File: config.mk
export PLATFORM = sky130hd
export DESIGN_NAME = signal_debounce
export DESIGN_NICKNAME = d
export VERILOG_FILES = /design/src/rtl/signal_debounce_pkg.sv /design/src/rtl/signal_debounce_sync.sv /design/src/rtl/signal_debounce.sv
export SDC_FILE = /design/constraint.sdc
export NUM_CORES = 1
export LEC_CHECK = 0
export BUFFER_PORTS_ARGS = -buffer_cell sky130_fd_sc_hd__buf_2
export CORE_MARGIN = 3
export CORE_UTILIZATION = 50
export CTS_BUF_LIST = sky130_fd_sc_hd__clkbuf_16
export CTS_CLUSTER_SIZE = 30
export DETAILED_ROUTE_END_ITERATION = 8
export PLACE_DENSITY = 0.68
export SLEW_MARGIN = 5
export SYNTH_ARGS = -nofsm -noshare
export SYNTH_HDL_FRONTEND = slang
export SYNTH_SLANG_ARGS = --single-unit
File: constraint.sdc
create_clock -name clk -period 5.2 [get_ports clk]
set_input_delay 0.78 -clock clk [delete_from_list [all_inputs] [get_ports clk]]
set_output_delay 0.78 -clock clk [all_outputs]
set_load 0.02 [all_outputs]
File: src/rtl/signal_debounce_pkg.sv
// signal_debounce_pkg
// Shared types and constants for the signal_debounce block.
//   state_t         : debounce FSM states (IDLE / QUAL)
//   GLITCH_CNT_W    : width of the rejected-candidate counter
//   GLITCH_CNT_MAX  : saturation value of that counter
//   cnt_width()     : stability counter width, never below 1 bit
package signal_debounce_pkg;

  typedef enum logic {
    IDLE = 1'b0,
    QUAL = 1'b1
  } state_t;

  localparam int GLITCH_CNT_W = 16;
  localparam logic [GLITCH_CNT_W-1:0] GLITCH_CNT_MAX = '1;

  function automatic int cnt_width(input int n);
    return (n > 1) ? $clog2(n) : 1;
  endfunction

endpackage

File: src/rtl/signal_debounce_sync.sv
// bit_sync
// Parameterised-depth synchroniser for one asynchronous bit.
//   clk : sampling clock
//   rst : synchronous active-high reset, loads INIT into every stage
//   d   : asynchronous input
//   q   : synchronised output (last stage)
module bit_sync #(
  parameter int   STAGES = 2,
  parameter logic INIT   = 1'b0
) (
  input  logic clk,
  input  logic rst,
  input  logic d,
  output logic q
);

  if (STAGES < 2) begin : g_bad_stages
    $error("bit_sync: STAGES must be >= 2");
  end

  logic [STAGES-1:0] chain;

  always_ff @(posedge clk) begin
    if (rst) chain <= {STAGES{INIT}};
    else     chain <= {chain[STAGES-2:0], d};
  end

  assign q = chain[STAGES-1];

endmodule

File: src/rtl/signal_debounce.sv
// signal_debounce
// Synchronises a slow noisy level input and only lets a new level through
// once it has persisted, so downstream logic sees one transition per real
// input change.
//   clk        : single clock, rising edge
//   rst        : synchronous active-high reset
//   in         : raw asynchronous level
//   out        : debounced level (registered)
//   busy       : high while a candidate change is being qualified (registered)
//   glitch_cnt : saturating count of rejected candidates; exists only when
//                SIGNAL_DEBOUNCE_GLITCH_CNT_EN is defined
module signal_debounce
  import signal_debounce_pkg::*;
#(
  parameter int   SYNC_STAGES   = 2,
  parameter int   STABLE_CYCLES = 1000,
  parameter logic INIT          = 1'b0
) (
  input  logic                    clk,
  input  logic                    rst,
  input  logic                    in,
  output logic                    out,
  output logic                    busy
`ifdef SIGNAL_DEBOUNCE_GLITCH_CNT_EN
  ,
  output logic [GLITCH_CNT_W-1:0] glitch_cnt
`endif
);

  if (SYNC_STAGES < 2) begin : g_bad_sync
    $error("signal_debounce: SYNC_STAGES must be >= 2");
  end
  if (STABLE_CYCLES < 1) begin : g_bad_stable
    $error("signal_debounce: STABLE_CYCLES must be >= 1");
  end

  localparam int             CNT_W    = cnt_width(STABLE_CYCLES);
  localparam logic [CNT_W-1:0] CNT_LAST = CNT_W'(STABLE_CYCLES - 1);

  logic             s;
  state_t           state, state_nxt;
  logic [CNT_W-1:0] cnt, cnt_nxt;
  logic             out_nxt, busy_nxt;
  logic             reject;

  bit_sync #(
    .STAGES(SYNC_STAGES),
    .INIT  (INIT)
  ) u_sync (
    .clk(clk),
    .rst(rst),
    .d  (in),
    .q  (s)
  );

  // state register
  always_ff @(posedge clk) begin
    if (rst) state <= IDLE;
    else     state <= state_nxt;
  end

  // next-state logic
  always_comb begin
    state_nxt = state;
    unique case (state)
      IDLE: if (s != out) state_nxt = QUAL;
      // an inverted candidate equals out again, so it falls out as a reject
      QUAL: if (s == out || cnt == CNT_LAST) state_nxt = IDLE;
      default: state_nxt = IDLE;
    endcase
  end

  // output / datapath next values
  always_comb begin
    cnt_nxt = cnt;
    out_nxt = out;
    reject  = 1'b0;
    unique case (state)
      IDLE: if (s != out) cnt_nxt = '0;
      QUAL: begin
        if (s == out)             reject  = 1'b1;
        else if (cnt == CNT_LAST) out_nxt = s;
        else                      cnt_nxt = cnt + 1'b1;
      end
      default: cnt_nxt = '0;
    endcase
    // busy is registered from the next state so it tracks state exactly
    busy_nxt = (state_nxt == QUAL);
  end

  always_ff @(posedge clk) begin
    if (rst) begin
      cnt  <= '0;
      out  <= INIT;
      busy <= 1'b0;
    end else begin
      cnt  <= cnt_nxt;
      out  <= out_nxt;
      busy <= busy_nxt;
    end
  end

`ifdef SIGNAL_DEBOUNCE_GLITCH_CNT_EN
  logic [GLITCH_CNT_W-1:0] glitch_q;

  always_ff @(posedge clk) begin
    if (rst)
      glitch_q <= '0;
    else if (reject && glitch_q != GLITCH_CNT_MAX)
      glitch_q <= glitch_q + 1'b1;
  end

  assign glitch_cnt = glitch_q;
`else
  logic unused_reject;
  assign unused_reject = reject;
`endif

endmodule

==> results of run 1 <==
-- routing by layer --
metal,vias up,global-route usage (%)
li1,342,-
met5,-,0
met4,0,8.77
met1,313,24.7
met2,14,33.1
met3,4,5.98
-- cell families (layout without fill, tap and decap cells) --
| family | after synthesis | in the layout | synth area share (%) |
|---|---|---|---|
| AO/OA/AOI/OAI | 17 | 17 | 17.3 |
| XOR/XNOR | 2 | 2 | 2.28 |
| adder cells (fa/ha/maj) | 1 | 1 | 1.63 |
| buffers and inverters | 6 | 10 | 4.07 |
| flip-flops | 14 | 14 | 36.5 |
| multiplexers | 1 | 1 | 1.30 |
| AND/OR/NAND/NOR | 45 | 45 | 37.0 |
-- final cells by class --
cell class / instances / area (um2) / area share, %
clock buffer: 3 / 75.1 / 8.71
clock inverter: 1 / 3.75 / 0.435
inverter: 2 / 7.51 / 0.871
multi-input combinational: 66 / 457 / 53.0
sequential: 14 / 280 / 32.5
tap: 15 / 18.8 / 2.18
timing repair buffer: 4 / 20.0 / 2.32
-- power groups by stage --
stage | sequential, W | combinational, W | clock [W]
floorplan | 0.000111 | 0.00000496 | 0
global placement | 0.000111 | 0.00000710 | 0
detailed placement | 0.000111 | 0.00000722 | 0
CTS | 0.000109 | 0.00000727 | 0.000148
global route | 0.000109 | 0.00000808 | 0.000154
finish | 0.000109 | 0.00000732 | 0.000146
-- critical path, cell delays in order (launching register included) --
cell     delay (ns)
dfxtp_1        0.37
ha_1           0.22
nand2_1        0.12
or4_4          0.58
and4_4         0.20
a211o_1        0.26
-- per-stage QoR --
step                      utilization (%)  total power (W)  area (um2)
final                                63.1         0.000263         862
after global routing                 63.1         0.000272         862
after CTS                            63.1         0.000265         862
after detailed placement             57.3         0.000119         783
after global placement               57.3         0.000118         783
after floorplan                         -         0.000116         768
-- sequential cells by signal, summed over array words and instances, names as in the netlist --
signal and count:
busy 1, cnt 10, out 1, u_sync.chain 2
-- worst max-delay path by stage --
stage,from,endpoint
6_report,cnt[0],cnt[9]
3_3_place_gp,cnt[0],cnt[9]
5_1_grt,cnt[0],cnt[6]
3_5_place_dp,cnt[0],cnt[9]
2_1_floorplan,cnt[0],cnt[9]
4_1_cts,cnt[0],cnt[9]
-- cells in the mapped netlist, types with 2 or more instances --
cell	n
a21oi_1	3
a31oi_1	3
a32oi_1	2
and2_1	2
and3_1	3
clkbuf_1	2
dfxtp_1	14
inv_1	2
nand2_1	9
nand2b_1	2
nand3_1	3
nand3b_1	3
nand4b_1	2
nor2_1	4
nor2b_1	3
o211ai_1	2
or3_1	2
==> flow_metrics.py, run 1 <==
metrics = {
    "cells_and_area": {
        "layout_common_cells": "dfxtp_1, nand2_1, nor2_1, buf_2",
        "area_growth_syn_to_layout_pct": 12.2,
        "drive_gt1_share_pct": 14.4,
        "diodes": 0,
        "instances_no_fill": 105,
        "finalNetCount": 95,
        "fillCellCount": 118,
        "final_common_cell": "dfxtp_1",
    },
    "sta": {
        "finalHoldViolations": 0,
        "setup_violations": 0,
        "rsz0062_at_grt": "no",
        "timing.final.crit_period_ns": 1.86,
        "fmax_mhz": 538,
        "hold_slack_ns": 0.442,
        "worst_slew_pin_slew_ns": 0.763,
        "finalCritPeriodShare_pct": 35.7,
        "finalWorstSetupSlack_ns": 3.34,
        "fin_skew_ns": 0.00186,
        "fin_tns_setup_ns": 0,
        "relSlewSlack_pct": 48.8,
        "report.final.slew_viol_count": 0,
    },
    "hold_path": {
        "min_from": "u_sync.chain[0]",
        "whs_path_depth": 1,
        "whs_endpoint": "u_sync.chain[1]",
        "hold_path_class": "reg -> reg",
    },
    "route": {
        "first_iter_violations": 10,
        "route.met2.wl_um": 755,
        "drt_wl_total_um": 1650,
        "met1_length_um": 791,
        "via_per_inst": 6.41,
        "ant_nets": 0,
        "wl_per_cell_um": 15.7,
        "vias": 673,
        "route.detailed.drc": 0,
        "highest_layer": "met4",
        "route.met3.wl_um": 75,
        "dr.pass1.iters": 4,
    },
    "clock_network": {
        "cts_made_buffers": 3,
        "clock_path_buffers": 2,
        "cts_tree": "done",
        "clk_pin_slew_ns": 0.05,
        "post-cts-setup-buffers": 0,
        "cts_sinks": 14,
        "cts-root-buf": "clkbuf_16",
        "htreeDepth": 1,
        "clk_latency_ns": 0.24,
        "cts-hold-fix-buffers": 0,
        "cts-resized-gates": 0,
    },
    "logic_synthesis": {
        "synth_edf_count": 0,
        "yosys-top-cells-area": "dfxtp_1, nand2_1, nand3b_1",
        "yosysWarnings": 0,
        "synth_ff_type": "dfxtp_1",
        "synth_top_area_share_pct": 36.5,
        "syn-cell-area_um2": 768,
        "seq_area_frac_synth_pct": 36.5,
        "yosysUniqueCellTypes": 42,
        "netlist_instances": 86,
        "synth_nets": 90,
        "ys_ff_latch": 14,
        "synthArstFlopShare_pct": 0,
        "syn_area_per_cell_um2": 8.93,
        "yosys.area.top_type": "dfxtp_1",
    },
    "floorplanning": {
        "initial_utilization_pct": 56.2,
        "rows": 13,
        "io_pins": 5,
        "core-area_um2": 1370,
        "die_h_um": 45.2,
        "die_w_um": 45.2,
        "dieArea_um2": 2040,
    },
    "global_routing": {
        "grt_overflow": 0,
        "grt_max_degree": 23,
        "grt_pass1_vias": 655,
        "grt_first_pass_wirelength_um": 2980,
        "grtUsageTotal_pct": 20.3,
        "antenna_found_initial": 0,
    },
    "flow_run": {
        "cap_violations": 0,
    },
    "critical_path": {
        "crit-reg2reg-launch": "cnt[0]",
        "crit-reg2reg-capture": "cnt[9]",
        "worstPathArrival_ns": 1.99,
        "r2r_slack_ns": 3.34,
        "worst_setup_path_start_kind": "register",
        "cp.required_ns": 5.33,
        "critPathMaxFanout": 10,
        "cp-end-kind": "register",
        "rr_worst_depth": 5,
        "critPathKind": "reg -> reg",
    },
    "power": {
        "combPwrFrac_pct": 2.8,
        "power_density_nw_per_um2": 305,
        "seq_power_share_pct": 41.6,
        "switchingPower_w": 0.0000501,
        "clkPwrFrac_pct": 55.6,
        "ir_drop_mv": 0.214,
        "swShare_pct": 19.0,
        "p_leak_nw": 0.293,
        "p_int_w": 0.000213,
    },
    "place": {
        "place.gp.congestion": 0.819,
        "dp.cells": 101,
        "port_buffers": 4,
        "dp_hpwl_um": 1080,
        "place_ws_ns": 3.35,
    },
    "run_status": {
        "status": "finished, final reports clean",
    },
}
Power figures use the tool's default switching activity.
==> inputs of run 2 (changes only) <==
==> constraint.sdc (replaced) <==
create_clock -name clk -period 1.75 [get_ports clk]
set_input_delay 0.2625 -clock clk [delete_from_list [all_inputs] [get_ports clk]]
set_output_delay 0.2625 -clock clk [all_outputs]
set_load 0.02 [all_outputs]
==> flow_metrics.py, run 2 (synthesized netlist as in run 1, its figures left out) <==
metrics = {
    "run_status": {
        "status": "finished, final reports clean",
    },
    "hold_path": {
        "whs_endpoint": "u_sync.chain[0]",
        "hold_path_class": "in -> reg",
        "whs_path_depth": 2,
        "min_from": "in",
    },
    "sta": {
        "finalHoldViolations": 0,
        "fin_skew_ns": 0.00171,
        "timing.final.crit_period_ns": 1.66,
        "rsz0062_at_grt": "no",
        "finalCritPeriodShare_pct": 95.1,
        "worst_slew_pin_slew_ns": 0.338,
        "hold_slack_ns": 0.248,
        "fmax_mhz": 601,
        "fin_tns_setup_ns": 0,
        "report.final.slew_viol_count": 0,
        "setup_violations": 0,
        "relSlewSlack_pct": 77.5,
        "finalWorstSetupSlack_ns": 0.0851,
    },
    "cells_and_area": {
        "fillCellCount": 126,
        "stdcell_area_um2": 971,
        "diodes": 0,
        "multi_input_area_um2": 479,
        "area_growth_syn_to_layout_pct": 26.4,
        "reg.largest.list": "cnt x10, u_sync.chain x2",
        "regMostFlops": "cnt",
        "drive_gt1_share_pct": 28.3,
        "seqCellArea_um2": 283,
        "finalNetCount": 105,
        "layout_common_cells": "dfxtp_1, buf_4, nand2_1",
        "instances_no_fill": 114,
        "largest_reg_flops": 10,
        "final_common_cell": "dfxtp_1",
    },
    "power": {
        "ir_drop_mv": 0.545,
        "power_density_nw_per_um2": 795,
        "p_leak_nw": 0.346,
    },
    "clock_network": {
        "cts_tree": "done",
        "cts_sinks": 14,
        "clock_path_buffers": 2,
        "clk_latency_ns": 0.24,
        "cts-resized-gates": 0,
        "post-cts-setup-buffers": 0,
        "htreeDepth": 1,
        "clk_pin_slew_ns": 0.04,
        "cts-root-buf": "clkbuf_16",
        "cts-hold-fix-buffers": 0,
        "cts_made_buffers": 3,
    },
    "global_routing": {
        "grt_overflow": 0,
        "antenna_found_initial": 0,
        "grt_max_degree": 23,
        "grt_first_pass_wirelength_um": 2930,
        "grt_pass1_vias": 658,
        "grt_busiest_layer": "met2",
        "grtUsageMet1_pct": 28.0,
        "use_met2_pct": 29.4,
        "grt.met3_usage_pct": 3.59,
        "grtUsageTotal_pct": 20.2,
    },
    "critical_path": {
        "cp-end-kind": "register",
        "critPathKind": "reg -> reg",
        "worstPathArrival_ns": 1.79,
        "critPathMaxFanout": 5,
        "crit-reg2reg-launch": "cnt[5]",
        "crit-reg2reg-capture": "cnt[9]",
        "rr_worst_depth": 4,
        "cpPeakStageDelay_ns": 0.56,
        "crit_chain": "nand4_2, or4_4, and4_4, a211o_1",
        "r2r_slack_ns": 0.09,
        "crit_path_top_delay_cell": "or4_4",
        "worst_setup_path_start_kind": "register",
        "cp.required_ns": 1.88,
    },
    "floorplanning": {
        "io_pins": 5,
        "die_h_um": 45.2,
        "core-area_um2": 1370,
        "rows": 13,
        "die_w_um": 45.2,
        "dieArea_um2": 2040,
        "initial_utilization_pct": 56.2,
    },
    "place": {
        "place.gp.congestion": 0.799,
        "placed_area_um2": 876,
        "port_buffers": 4,
        "dp_hpwl_um": 1240,
        "place_ws_ns": 0.0691,
        "dp.cells": 111,
    },
    "flow_run": {
        "cap_violations": 0,
    },
    "route": {
        "ant_nets": 0,
        "first_iter_violations": 24,
        "wl_per_cell_um": 15.5,
        "dr.pass1.iters": 4,
        "route.detailed.drc": 0,
        "via_per_inst": 6.18,
        "drt_wl_total_um": 1760,
        "vias": 705,
    },
}
## run 2: metal layers
| layer | vias to the layer above | wire, um |
|---|---|---|
| met5 | - | 0 |
| met4 | 0 | 32 |
| met3 | 4 | 53 |
| met2 | 15 | 760 |
| met1 | 328 | 917 |
| li1 | 358 | - |
## run 2: cell type report
type                            count  area share [%]
Sequential cell                    14            29.1
Clock buffer                        3            7.73
Tap cell                           15            1.93
Multi-Input combinational cell     66            49.4
Timing Repair Buffer               14            11.1
Inverter                            2           0.773
## run 2: metrics by stage
stage	utilization, %	total power (W)
floorplan	-	0.000346
finish	71.1	0.000772
global placement	64.1	0.000355
global route	71.1	0.000800
detailed placement	64.1	0.000356
CTS	69.6	0.000778
## run 2: worst max path at each step
stage	start	to	cells past startpoint	slack, ns
final	cnt[5]	cnt[9]	4	0.09
after global routing	cnt[0]	cnt[8]	6	0.01
after CTS	cnt[0]	cnt[6]	6	0.04
after detailed placement	cnt[0]	cnt[6]	6	0.07
after global placement	cnt[0]	cnt[6]	6	0.08
after floorplan	cnt[0]	cnt[9]	6	0.02
## run 2: worst max-delay path: cells and delay by family (launching register included)
kind | cells | cell delay [ns]
AND/OR/NAND/NOR | 3 | 0.91
AO/OA/AOI/OAI | 1 | 0.25
flip-flops | 1 | 0.38
## run 2: power by group
part	internal [W]	switching, W
clock	0.000298	0.000124
sequential	0.000323	0.00000229
combinational	0.00000989	0.0000148
total	0.000631	0.000141
